===== src/rtl/itu656_rx_decoder.sv =====
// BT.656 receive decoder: finds TRS preambles, validates XY, recovers F/V/H,
// de-interleaves active video into {Y, C} words and tracks line lock.
module itu656_rx_decoder #(
  parameter int unsigned ACTIVE_PIXELS = 720,
  parameter int unsigned LOCK_LINES    = 4
) (
  input  logic        clk_in,
  input  logic        rst,
  input  logic [7:0]  i_itu_656_data_8b,
  output logic [15:0] o_ycbcr_16b,
  output logic        o_valid,
  output logic        o_de,
  output logic        o_hs,
  output logic        o_vs,
  output logic        o_field,
  output logic        o_xy_err,
  output logic        o_lock
);

  localparam logic [11:0] LineBytes = 12'(2 * ACTIVE_PIXELS);
  localparam logic [2:0]  LockMax   = 3'(LOCK_LINES);

  typedef enum logic {StBlank, StActive} state_e;

  state_e      state_q, state_d;
  logic [7:0]  d0_q, d1_q, d2_q, d3_q;
  logic [1:0]  phase_q, phase_d;
  logic [11:0] byte_cnt_q, byte_cnt_d;
  logic [7:0]  chroma_q, chroma_d;
  logic [15:0] pix_q, pix_d;
  logic        valid_q, valid_d;
  logic        de_q, de_d;
  logic        field_q, field_d;
  logic        vs_q, vs_d;
  logic        hs_q, hs_d;
  logic        xy_err_q, xy_err_d;
  logic        line_bad_q, line_bad_d;
  logic [2:0]  lock_cnt_q, lock_cnt_d;

  logic trs_hit;
  logic xy_f, xy_v, xy_h;
  logic xy_ok;
  logic xy_accept, xy_bad;
  logic line_good;

  assign trs_hit   = (d3_q == 8'hFF) && (d2_q == 8'h00) && (d1_q == 8'h00);
  assign xy_f      = d0_q[6];
  assign xy_v      = d0_q[5];
  assign xy_h      = d0_q[4];
  assign xy_ok     = d0_q[7] &&
                     (d0_q[3:0] == {xy_v ^ xy_h, xy_f ^ xy_h, xy_f ^ xy_v, xy_f ^ xy_v ^ xy_h});
  assign xy_accept = trs_hit && xy_ok;
  assign xy_bad    = trs_hit && !xy_ok;

  always_comb begin
    state_d    = state_q;
    phase_d    = phase_q;
    byte_cnt_d = byte_cnt_q;
    chroma_d   = chroma_q;
    pix_d      = pix_q;
    valid_d    = 1'b0;
    de_d       = 1'b0;
    field_d    = field_q;
    vs_d       = vs_q;
    hs_d       = hs_q;
    xy_err_d   = 1'b0;
    line_bad_d = line_bad_q;
    lock_cnt_d = lock_cnt_q;
    line_good  = 1'b0;

    if (state_q == StActive) begin
      // 0xFF cannot occur in active video, so it is the first EAV byte.
      if (d0_q == 8'hFF) begin
        state_d = StBlank;
      end else begin
        de_d    = 1'b1;
        phase_d = phase_q + 2'd1;
        if (byte_cnt_q != 12'hFFF) begin
          byte_cnt_d = byte_cnt_q + 12'd1;
        end
        if (phase_q[0]) begin
          pix_d   = {d0_q, chroma_q};
          valid_d = 1'b1;
        end else begin
          chroma_d = d0_q;
        end
      end
    end

    if (xy_accept) begin
      field_d = xy_f;
      vs_d    = xy_v;
      hs_d    = xy_h;
      if (!xy_h && !xy_v) begin
        state_d    = StActive;
        phase_d    = 2'd0;
        byte_cnt_d = '0;
      end
      if (xy_h) begin
        line_good  = xy_v || ((byte_cnt_q == LineBytes) && !line_bad_q);
        lock_cnt_d = line_good ? ((lock_cnt_q < LockMax) ? lock_cnt_q + 3'd1 : LockMax) : '0;
        byte_cnt_d = '0;
        line_bad_d = 1'b0;
      end
    end

    if (xy_bad) begin
      xy_err_d = 1'b1;
      // A corrupt EAV ends the line as bad; a corrupt SAV taints the line in progress.
      if (d0_q[4]) begin
        lock_cnt_d = '0;
        byte_cnt_d = '0;
        line_bad_d = 1'b0;
      end else begin
        line_bad_d = 1'b1;
      end
    end
  end

  always_ff @(posedge clk_in) begin
    if (rst) begin
      state_q    <= StBlank;
      d0_q       <= '0;
      d1_q       <= '0;
      d2_q       <= '0;
      d3_q       <= '0;
      phase_q    <= '0;
      byte_cnt_q <= '0;
      chroma_q   <= '0;
      pix_q      <= '0;
      valid_q    <= 1'b0;
      de_q       <= 1'b0;
      field_q    <= 1'b0;
      vs_q       <= 1'b0;
      hs_q       <= 1'b0;
      xy_err_q   <= 1'b0;
      line_bad_q <= 1'b0;
      lock_cnt_q <= '0;
    end else begin
      state_q    <= state_d;
      d0_q       <= i_itu_656_data_8b;
      d1_q       <= d0_q;
      d2_q       <= d1_q;
      d3_q       <= d2_q;
      phase_q    <= phase_d;
      byte_cnt_q <= byte_cnt_d;
      chroma_q   <= chroma_d;
      pix_q      <= pix_d;
      valid_q    <= valid_d;
      de_q       <= de_d;
      field_q    <= field_d;
      vs_q       <= vs_d;
      hs_q       <= hs_d;
      xy_err_q   <= xy_err_d;
      line_bad_q <= line_bad_d;
      lock_cnt_q <= lock_cnt_d;
    end
  end

  assign o_ycbcr_16b = pix_q;
  assign o_valid     = valid_q;
  assign o_de        = de_q;
  assign o_hs        = hs_q;
  assign o_vs        = vs_q;
  assign o_field     = field_q;
  assign o_xy_err    = xy_err_q;
  assign o_lock      = (lock_cnt_q == LockMax);

endmodule


===== config.mk =====
export PLATFORM = sky130hd
export DESIGN_NAME = itu656_rx_decoder
export DESIGN_NICKNAME = d
export VERILOG_FILES = /design/src/rtl/itu656_rx_decoder.sv
export SDC_FILE = /design/constraint.sdc
export NUM_CORES = 1
export LEC_CHECK = 0
export BUFFER_PORTS_ARGS = -buffer_cell sky130_fd_sc_hd__buf_4
export CORE_MARGIN = 2
export CORE_UTILIZATION = 31
export DETAILED_ROUTE_END_ITERATION = 8
export SLEW_MARGIN = 15
export SYNTH_ARGS = -nofsm -noshare
export SYNTH_HDL_FRONTEND = slang
export SYNTH_SLANG_ARGS = --single-unit

===== constraint.sdc =====
create_clock -name clk_in -period 2.23 [get_ports clk_in]
set_clock_uncertainty 0.2 [all_clocks]
set_input_delay 0.1115 -clock clk_in [delete_from_list [all_inputs] [get_ports clk_in]]
set_output_delay 0.1115 -clock clk_in [all_outputs]
set_load 0.01 [all_outputs]

Word level (Yosys, flattened, before mapping). Cells that the tools add are included.

Input port bits: 10. Register bits after elaboration: 81.

$add $sub $neg: 3. Bitwise logic cells: 7. Reduce and logical (&&, ||, !) cells: 20. Multiplexer cells: 28. Equality and inequality tests: 6. $lt $le $gt $ge: 1.

Operators with widths (number): $mux 12 (8); $mux 3 (6); $eq 8x8->1 const B (2); $logic_not 8->1 (2); $add 12x1->12 const B (1); $eq 12x11->1 const B (1); $ne 12x12->1 const B (1); $mux 1 (10); $mux 2 (4); $logic_and 1x1->1 (7); $reduce_and 3->1 (2); $eq 4x4->1 (1); $logic_not 1->1 (4); $reduce_bool 2->1 (2); $xor 1x1->1 (4); $add 3x1->3 const B (1); $eq 3x3->1 const B (1); $lt 3x3->1 const B (1); $not 1->1 (3); $reduce_or 3->1 (1); $add 2x1->2 const B (1); $reduce_and 2->1 (1); $logic_or 1x1->1 (1).

Depth between registers and ports, before layout. Gate-level depths: netlist of run 1.

Word-level depth: 9. Depth in mapped cells: 8. Mapped depth without buffers: 7.

Least setup slack after synthesis of run 1. OpenSTA, ideal clock, no wires.

Kind: reg2reg. Start point: register d0_q[4]. End point: register field_q (netlist: o_field). Data arrival time: 1958 ps. Stages on the path, launching flop included: 8. Data required time: 1909 ps. Setup slack: -49 ps. Path through: dfxtp_1 > clkbuf_1 > inv_1 > ha_1 > xnor2_1 > o211ai_1 > nor3_4 > mux2_2.

Word-level cells in the longest chain between the ends: 4. Elaborated cells on any way between the ends: 6. Those cells by class: eq/ne: 1; bitwise: 3; reduce/logical: 2.

RTL lines: start, declared (line 26) `logic [7:0] d0_q, d1_q, d2_q, d3_q;`; start signal, assigned (line 141) `d0_q <= i_itu_656_data_8b;`; $xor 1x1->1 (line 51) `(d0_q[3:0] == {xy_v ^ xy_h, xy_f ^ xy_h, xy_f ^ xy_v, xy_f ^ xy_v ^ xy_h});`; $eq 4x4->1 * (line 51); $logic_and 1x1->1 * (line 50) `assign xy_ok = d0_q[7] &&`; $logic_and 1x1->1 * (line 52) `assign xy_accept = trs_hit && xy_ok;`; end signal, assigned (line 151) `field_q <= field_d;`; end, declared (line 33) `logic field_q, field_d;`.

Mark *: on every way between the ends. The rest lies on a longest branch, timed or not. A chain may end at the register's enable or synchronous reset.

Worst setup path after layout of run 1.
Start point: register d1_q[2]. End point: register byte_cnt_q[11].

Word-level cells in the longest chain between the ends: 6. Elaborated cells on any way between the ends: 7. Those cells by class: mux: 3; reduce/logical: 4.

RTL lines: start, declared (line 26); start signal, assigned (line 142) `d1_q <= d0_q;`; $logic_not 8->1 * (line 46) `assign trs_hit = (d3_q == 8'hFF) && (d2_q == 8'h00) && (d1_q == 8'h00);`; $logic_and 1x1->1 * (line 46); $logic_and 1x1->1 (line 52); $mux 12 (line 90) `if (xy_accept) begin`; $mux 12 (line 110) `if (d0_q[4]) begin`; $mux 12 * (line 107) `if (xy_bad) begin`; end signal, assigned (line 146) `byte_cnt_q <= byte_cnt_d;`; end, declared (line 28) `logic [11:0] byte_cnt_q, byte_cnt_d;`.

Marked as above.

==> results.ini, run 1 <==
[run_status]
run_status=completed

[grt]
grt_use_total_pct=13.03
grt_pass1_vias=2458
grt_max_degree=44
grt_pass1_wl_um=11440
antenna_found_initial=0
grt-ovfl-total=0

[route]
wl_met1_um=3235
dr.pass1.iters=4
via_count=2436
avgRoutedWirePerCell_um=12.46
vias_per_cell=4.570
drc=0
antenna_left=0
wl_met2_um=3107
top_layer=met4
drt_wl_total_um=6643
drtIter0Drc=84
route.met3.wl_um=191

[cells_and_area]
layout_commonest_cell=dfxtp_1
multi_input_comb_area_um2=1396
drive_gt1_share_pct=21.25
layout-area-overhead-vs-synth_pct=26.12
stdcell_area_um2=3933
diodes=0
final_cell_mix=dfxtp_1 (79), buf_4 (50), nand2_1 (35)
fill_cells=997
final_nets=412
ff_latch_area_um2=1603

[worst_setup_path]
end_kind=register
reg2reg_depth=6
crit_path_start_kind=register
reg2reg_to=byte_cnt_q[11]$_SDFF_PP0_
path_class=reg -> reg
worst-path-max-fanout=12
r2r_start=d1_q[2]$_SDFF_PP0_
worst_ep_arrival_time_ns=2.21
rrSetupSlack_ns=0.05
required_ns=2.26

[sta]
post-route-min-period_ns=2.185
worstMarginPinSlew_ns=0.5235
maxSlewHeadroom_pct=65.07
finalMaxSlewViolations=0
setup_viol=0
hold_slack_ns=0.2570
hold_violations=0
rsz0062_at_grt=true
setup_ws_ns=0.04547
setup_tns_ns=0
fmax_mhz=457.8
period_share_pct=97.96

[cts]
insertion_delay_ns=0.35
cts_made_buffers=9
cts_max_path_buffers=2
cts_sinks=80
h-tree-depth=3
root_buffer=clkbuf_8
clkTransAtPathRegs_ns=0.08
post_cts_buffers=0
cts_tree=yes

[floorplanning]
dieArea_um2=10880
coreArea_um2=9774
initial_core_util_pct=31.90
io_pins=33
die_w_um=104.3
fp-row-count=36
die_h_um=104.3

[min_path]
hp-class=reg -> reg
whs_path_depth=2
hold_end=o_ycbcr_16b[3]$_SDFFE_PP0P_
min_from=o_ycbcr_16b[3]$_SDFFE_PP0P_

[synth]
ys_warn_count=0
synth_edf_count=0
syn-cell-area_um2=3118
synth.avg_cell_area_um2=9.225
synth.ff_latch_count=80
async_reset_ff_share_pct=0
syn_inst=338
synth_cell_types=47
yosysSeqAreaShare_pct=51.36
syn_nets=355
synth_flop_cell=dfxtp_1

[pwr]
powerDensity_nw_per_um2=654.5
p_leak_nw=1.449
finalPower_mw=2.574
ir_worst_vdd_mv=0.2114

[job]
cap_violations=0

[place]
gp_congestion=0.7937
placed_cell_area_um2=3576
hpwl_um=4707
pre_cts_slack_ns=0.02548
io_buffers=32

[flip-flops by register name (all words and copies together), names as in the netlist, named ones only]
signal	cells
chroma_q	8
d3_q	8
d1_q	8
o_de	1
line_bad_q	1
d2_q	8
o_hs	1
state_q	1
o_ycbcr_16b	16
o_field	1
o_vs	1
o_valid	1
d0_q	8
byte_cnt_q	12
phase_q	1
o_xy_err	1
[worst max path at each step]
stage                        from                   endpoint  slack, ns
6_report       d1_q[2]$_SDFF_PP0_  byte_cnt_q[11]$_SDFF_PP0_       0.05
5_1_grt        d1_q[2]$_SDFF_PP0_  byte_cnt_q[11]$_SDFF_PP0_      -0.09
4_1_cts        d0_q[0]$_SDFF_PP0_          o_vs$_SDFFE_PP0N_      0.008
3_5_place_dp   d0_q[0]$_SDFF_PP0_         state_q$_SDFF_PP0_       0.03
3_3_place_gp   d0_q[0]$_SDFF_PP0_         state_q$_SDFF_PP0_       0.04
2_1_floorplan  d0_q[4]$_SDFF_PP0_       o_field$_SDFFE_PP0N_       0.04
[synthesized netlist by cell type (3+ instances only)]
library cell	count	area (um^2)
clkbuf_1	16	60.06
o21ai_0	5	25.02
nand2_1	37	138.9
nand3_1	27	135.1
mux2_2	4	45.04
inv_1	13	48.80
ha_1	7	87.58
nor4b_1	4	35.03
xnor2_1	9	78.83
nand4_1	3	18.77
dfxtp_1	80	1602
nor3_1	9	45.04
nor2_1	19	71.32
nor4_1	5	31.28
nor2b_1	32	200.2
a211oi_1	5	37.54
a21oi_1	26	130.1
[stage by stage]
step / util (%) / cells
2_1_floorplan: - / 338
3_3_place_gp: 36.58 / 501
3_5_place_dp: 36.58 / 501
4_1_cts: 40.17 / 533
5_1_grt: 40.23 / 533
6_report: 40.23 / 533
[where the power goes]
part	switching (mW)	internal [mW]	leakage, nW
sequential	0.0186	1.45	0.649
clock	0.534	0.436	0.0845
combinational	0.0659	0.0722	0.715
[worst max-delay path, cell delays in order, from the launching register on]
cell and delay [ns]:
dfxtp_1 0.32, or4_4 0.54, nor4_4 0.21, nand3_2 0.16, o41ai_2 0.33, buf_4 0.24
a311oi_1 0.06
[cell families after synthesis]
logic type	count (synthesis)	synth area share [%]
fa+ha+maj	7	2.809
buf+inv	33	4.254
xor+xnor	9	2.528
compound gates	53	10.92
mux	5	1.766
simple gates	151	26.36
flops	80	51.36
[layer usage]
metal	up-vias	track usage (%)
met5	-	0
met4	0	6.467
met3	10	3.070
met2	32	21.43
met1	1123	15.91
li1	1271	-
[area by class of cell]
cell class	count	area share, %
tap	133	4.232
clock inverter	6	1.145
multi-input combinational	225	35.51
sequential	80	40.76
timing repair buffer	66	13.62
inverter	13	1.241
clock buffer	10	3.500
[timing repair]
action | 4_1_cts | 5_1_grt
gates cloned | 0 | 0
hold buffers | 16 | 0
endpoints found under the hold margin | 18 | 0
gates resized for setup | 1 | 3
endpoints found under the setup margin | 1 | 41
Power figures use the tool's default switching activity.
==> inputs of run 2 (changes only) <==
Clock period 2.23 ns to 2.6 ns, I/O delays scaled along.
==> run 2 against run 1 <==
Core utilization decreased by 1.4 points. Non-clock buffer count shrank 17. First-iteration DRC count rose by 27%. Die area stayed put. Fmax fell by 7.7%. Combinational power decreased by 32%. Register-to-register slack improved by 0.19 ns. Flip-flop and latch count unchanged. Count of clock-buffer cells in the layout unchanged. Via count down 2.3%. Power decreased by 9.7%. Worst setup slack gained 0.19 ns. Critical endpoint is now byte_cnt_q[9]$_SDFF_PP0_. Highest routed layer unchanged.
==> results.ini, run 2 (synthesis gave the netlist of run 1 again) <==
[route]
drc=0
via_count=2380
antenna_left=0
drtIter0Drc=107
vias_per_cell=4.612
avgRoutedWirePerCell_um=12.35
dr.pass1.iters=4
drt_wl_total_um=6372

[sta]
fmax_mhz=422.6
period_share_pct=91.01
setup_tns_ns=0
maxSlewHeadroom_pct=55.30
post-route-min-period_ns=2.366
rsz0062_at_grt=false
finalMaxSlewViolations=0
hold_violations=0
hold_slack_ns=0.06259
worstMarginPinSlew_ns=0.6684
setup_viol=0

[cts]
cts_sinks=80
h-tree-depth=3
root_buffer=clkbuf_8
cts_resized=0
cts_made_buffers=9
cts_tree=yes
cts_max_path_buffers=2
clkTransAtPathRegs_ns=0.08
insertion_delay_ns=0.35

[cells_and_area]
diodes=0
layout_commonest_cell=dfxtp_1
final_cell_mix=dfxtp_1 (80), buf_4 (41), nand2_1 (37)
drive_gt1_share_pct=18.54
largest_reg_flops=16
final_nets=395
layout-area-overhead-vs-synth_pct=21.87

[pwr]
switching_share_pct=21.56
ir_worst_vdd_mv=0.3179
seq_power_share_pct=54.3
combPwrFrac_pct=4.0
power.clock.fraction_pct=41.7
powerDensity_nw_per_um2=611.8
p_leak_nw=1.383
intPower_mw=1.823
p_sw_uw=501.2

[min_path]
whs_path_depth=2
hp-class=in -> reg

[grt]
grt_use_total_pct=12.34
grt-ovfl-total=0
antenna_found_initial=0
grt_max_degree=65
grt_pass1_vias=2277
grt_pass1_wl_um=10850

[run_status]
run_status=completed

[floorplanning]
die_h_um=104.3
dieArea_um2=10880
initial_core_util_pct=31.90
fp-row-count=36
io_pins=33
die_w_um=104.3
coreArea_um2=9774

[place]
hpwl_um=4349
gp_congestion=0.7759
io_buffers=32

[worst_setup_path]
required_ns=2.63
end_kind=register
reg2reg_depth=7
worst_ep_arrival_time_ns=2.40
worst-path-max-fanout=12
crit_path_start_kind=register
path_class=reg -> reg

[job]
cap_violations=0

[run 2: cell count changes in the layout (fill, tap and decap cells not counted), moves of 2 or more]
cell	previous run	this run
buf_4	50	41
dlygate4sd3_1	16	8
bufinv_16	0	2
clkinvlp_4	3	0
nand2_1	35	37
nand2_2	2	0
clkinv_2	1	3
[run 2: repair_timing]
action                    CTS  global route
hold buffers                8             0
buffers inserted            0             0
hold endpoints to repair    8             0
[run 2: path summary, 6_finish.rpt]
path,slack (ns),endpoint,start
worst max-delay path,0.23,byte_cnt_q[9]$_SDFF_PP0_,d0_q[5]$_SDFF_PP0_
worst min-delay path,0.06,o_xy_err$_SDFF_PP0_,rst
worst max register to register,0.23,byte_cnt_q[9]$_SDFF_PP0_,d0_q[5]$_SDFF_PP0_
worst min register to register,0.26,d3_q[2]$_SDFF_PP0_,d2_q[2]$_SDFF_PP0_
[run 2: critical path, stage by stage (launching register included)]
cell and delay, ns:
dfxtp_1 0.58, inv_1 0.13, ha_1 0.30, xnor2_1 0.14
o211ai_1 0.25, o41ai_2 0.34, buf_4 0.24, a311oi_1 0.06
[run 2: routing by layer]
metal  GRT usage [%]  vias to the layer above  share of wire (%)
li1                -                     1243                  -
met5               0                        -                  0
met3           3.008                       11                2.7
met2           19.84                       30                 48
met4           6.081                        0                2.2
met1           15.38                     1096                 47
[run 2: layout make-up]
type                    instances  area (um^2)
clock buffers                  10        127.6
clock inverters                 6        83.83
fillers                      1009         5974
inverters                      13        48.80
multi-input cells             225         1384
flip-flops and latches         80         1602
well taps                     133        166.4
repair buffers                 49        387.9
[run 2: power groups by stage]
stage,logic [mW],clock network (mW),registers (mW)
after floorplan,0.0698,0,1.28
after global placement,0.0834,0,1.29
after detailed placement,0.0848,0,1.29
after CTS,0.0947,0.995,1.26
after global routing,0.103,1.04,1.26
final,0.0933,0.970,1.26
[run 2: metrics by stage]
step	utilization (%)	setup WS [ns]	power [mW]	instance area, um^2	std cells
final	38.88	0.2337	2.325	3800	516
after global placement	35.89	0.2936	1.373	3508	492
after detailed placement	35.89	0.2400	1.375	3508	492
after floorplan	-	0.3208	1.346	3118	338
after CTS	38.88	0.2284	2.351	3800	516
after global routing	38.88	0.09119	2.411	3800	516
==> inputs of run 3 (changes only) <==
Settings changed: REMOVE_ABC_BUFFERS set to 1.
==> run 3 against run 2 <==
Cell count rose by 0.58%. Highest routed layer unchanged. Register-to-register slack gained 0.03 ns. Fmax is 1.2% higher.
==> results.ini, run 3 (synthesis gave the netlist of run 1 again) <==
[run_status]
run_status=completed

[floorplanning]
coreArea_um2=9774
fp-row-count=36
die_h_um=104.3
die_w_um=104.3
dieArea_um2=10880
initial_core_util_pct=31.90
io_pins=33

[route]
avgRoutedWirePerCell_um=12.68
vias_per_cell=4.690
top_layer=met4
wl_met1_um=3175
drt_wl_total_um=6582
dr.pass1.iters=4
antenna_left=0
via_count=2434
route.met3.wl_um=245
wl_met2_um=3068
drtIter0Drc=70
drc=0

[pwr]
finalPower_mw=2.194
combPwrFrac_pct=4.4
powerDensity_nw_per_um2=577.6
intPower_mw=1.665
ir_worst_vdd_mv=0.2035
power.clock.fraction_pct=38.1
seq_power_share_pct=57.5
p_leak_nw=1.380
p_sw_uw=529.0
switching_share_pct=24.12

[grt]
grt_pass1_vias=2431
grt_use_total_pct=13.10
grt_pass1_wl_um=11460
antenna_found_initial=0
grt_max_degree=57
grt-ovfl-total=0

[cells_and_area]
layout_commonest_cell=dfxtp_1
fill_cells=998
final_cell_mix=dfxtp_1 (80), buf_4 (42), nand2_1 (37)
utilization_pct=38.85
layout-area-overhead-vs-synth_pct=21.79
drive_gt1_share_pct=18.91
instances_no_fill=519
diodes=0
final_nets=398
largest_reg_flops=16

[worst_setup_path]
cpPeakStageDelay_ns=0.54
end_kind=register
path_delay_family=simple AND/OR/NAND/NOR gates
path_buf_inv=1
worst_ep_arrival_time_ns=2.37
reg2reg_depth=6
crit_path_start_kind=register
required_ns=2.63
crit_slowest_cell=or4_4
worst-path-max-fanout=12
path_class=reg -> reg
cp_num_cells=6
crit_chain=or4_4 > nor4_4 > nand3_2 > o41ai_2 > buf_4 > a311oi_1

[sta]
hold_slack_ns=0.2581
maxSlewHeadroom_pct=54.64
setup_viol=0
setup_tns_ns=0
worstMarginPinSlew_ns=0.6741
post-route-min-period_ns=2.338
period_share_pct=89.93
rsz0062_at_grt=false
hold_violations=0
finalMaxSlewViolations=0
fmax_mhz=427.7

[place]
hpwl_um=4497
dp.cells=493
gp_congestion=0.7977
io_buffers=32

[cts]
h-tree-depth=3
clkTransAtPathRegs_ns=0.08
root_buffer=clkbuf_8
insertion_delay_ns=0.35
cts_resized=0
cts_hold_buffers=10
cts_sinks=80
cts_made_buffers=9
post_cts_buffers=0
cts_max_path_buffers=2
cts_tree=yes

[min_path]
whs_path_depth=2
hp-class=reg -> reg

[job]
cap_violations=0

run 3: tightest hold or removal path, delay by kind of cell, from the launching register on:
kind,cells,cell delay [ns]
AO/OA/AOI/OAI,1,0.05
flip-flops,1,0.32
AND/OR/NAND/NOR,1,0.05
run 3: final cells by class:
type / instances / area (um^2) / area share (%)
inverter: 13 / 48.80 / 1.285
timing repair buffer: 52 / 415.4 / 10.94
sequential: 80 / 1602 / 42.17
tap: 133 / 166.4 / 4.382
multi-input combinational: 225 / 1384 / 36.44
clock buffer: 10 / 137.6 / 3.624
clock inverter: 6 / 43.79 / 1.153
run 3: worst paths after layout:
kind	start	end	slack, ns
min	o_ycbcr_16b[11]$_SDFFE_PP0P_	o_ycbcr_16b[11]$_SDFFE_PP0P_	0.26
max reg2reg	d1_q[2]$_SDFF_PP0_	byte_cnt_q[9]$_SDFF_PP0_	0.26
min reg2reg	o_ycbcr_16b[11]$_SDFFE_PP0P_	o_ycbcr_16b[11]$_SDFFE_PP0P_	0.26
max	d1_q[2]$_SDFF_PP0_	byte_cnt_q[9]$_SDFF_PP0_	0.26
run 3: metrics by stage:
step | cell area [um^2] | setup WS [ns]
floorplan | 3034 | 0.08339
global placement | 3516 | 0.3117
detailed placement | 3516 | 0.2734
CTS | 3797 | 0.2430
global route | 3797 | 0.09362
finish | 3797 | 0.2617
run 3: power groups by stage:
stage                     sequential, mW  clock, mW  combinational [mW]
after detailed placement            1.29          0              0.0861
after floorplan                     1.28          0              0.0473
after CTS                           1.26      0.861              0.0981
final                               1.26      0.835              0.0967
after global placement              1.29          0              0.0853
after global routing                1.27      0.919               0.107
run 3: layer usage:
metal  track usage [%]  vias up
met5                 0        -
met4             5.695        0
met3             3.383        7
met2             21.01       49
met1             16.57     1131
li1                  -     1247
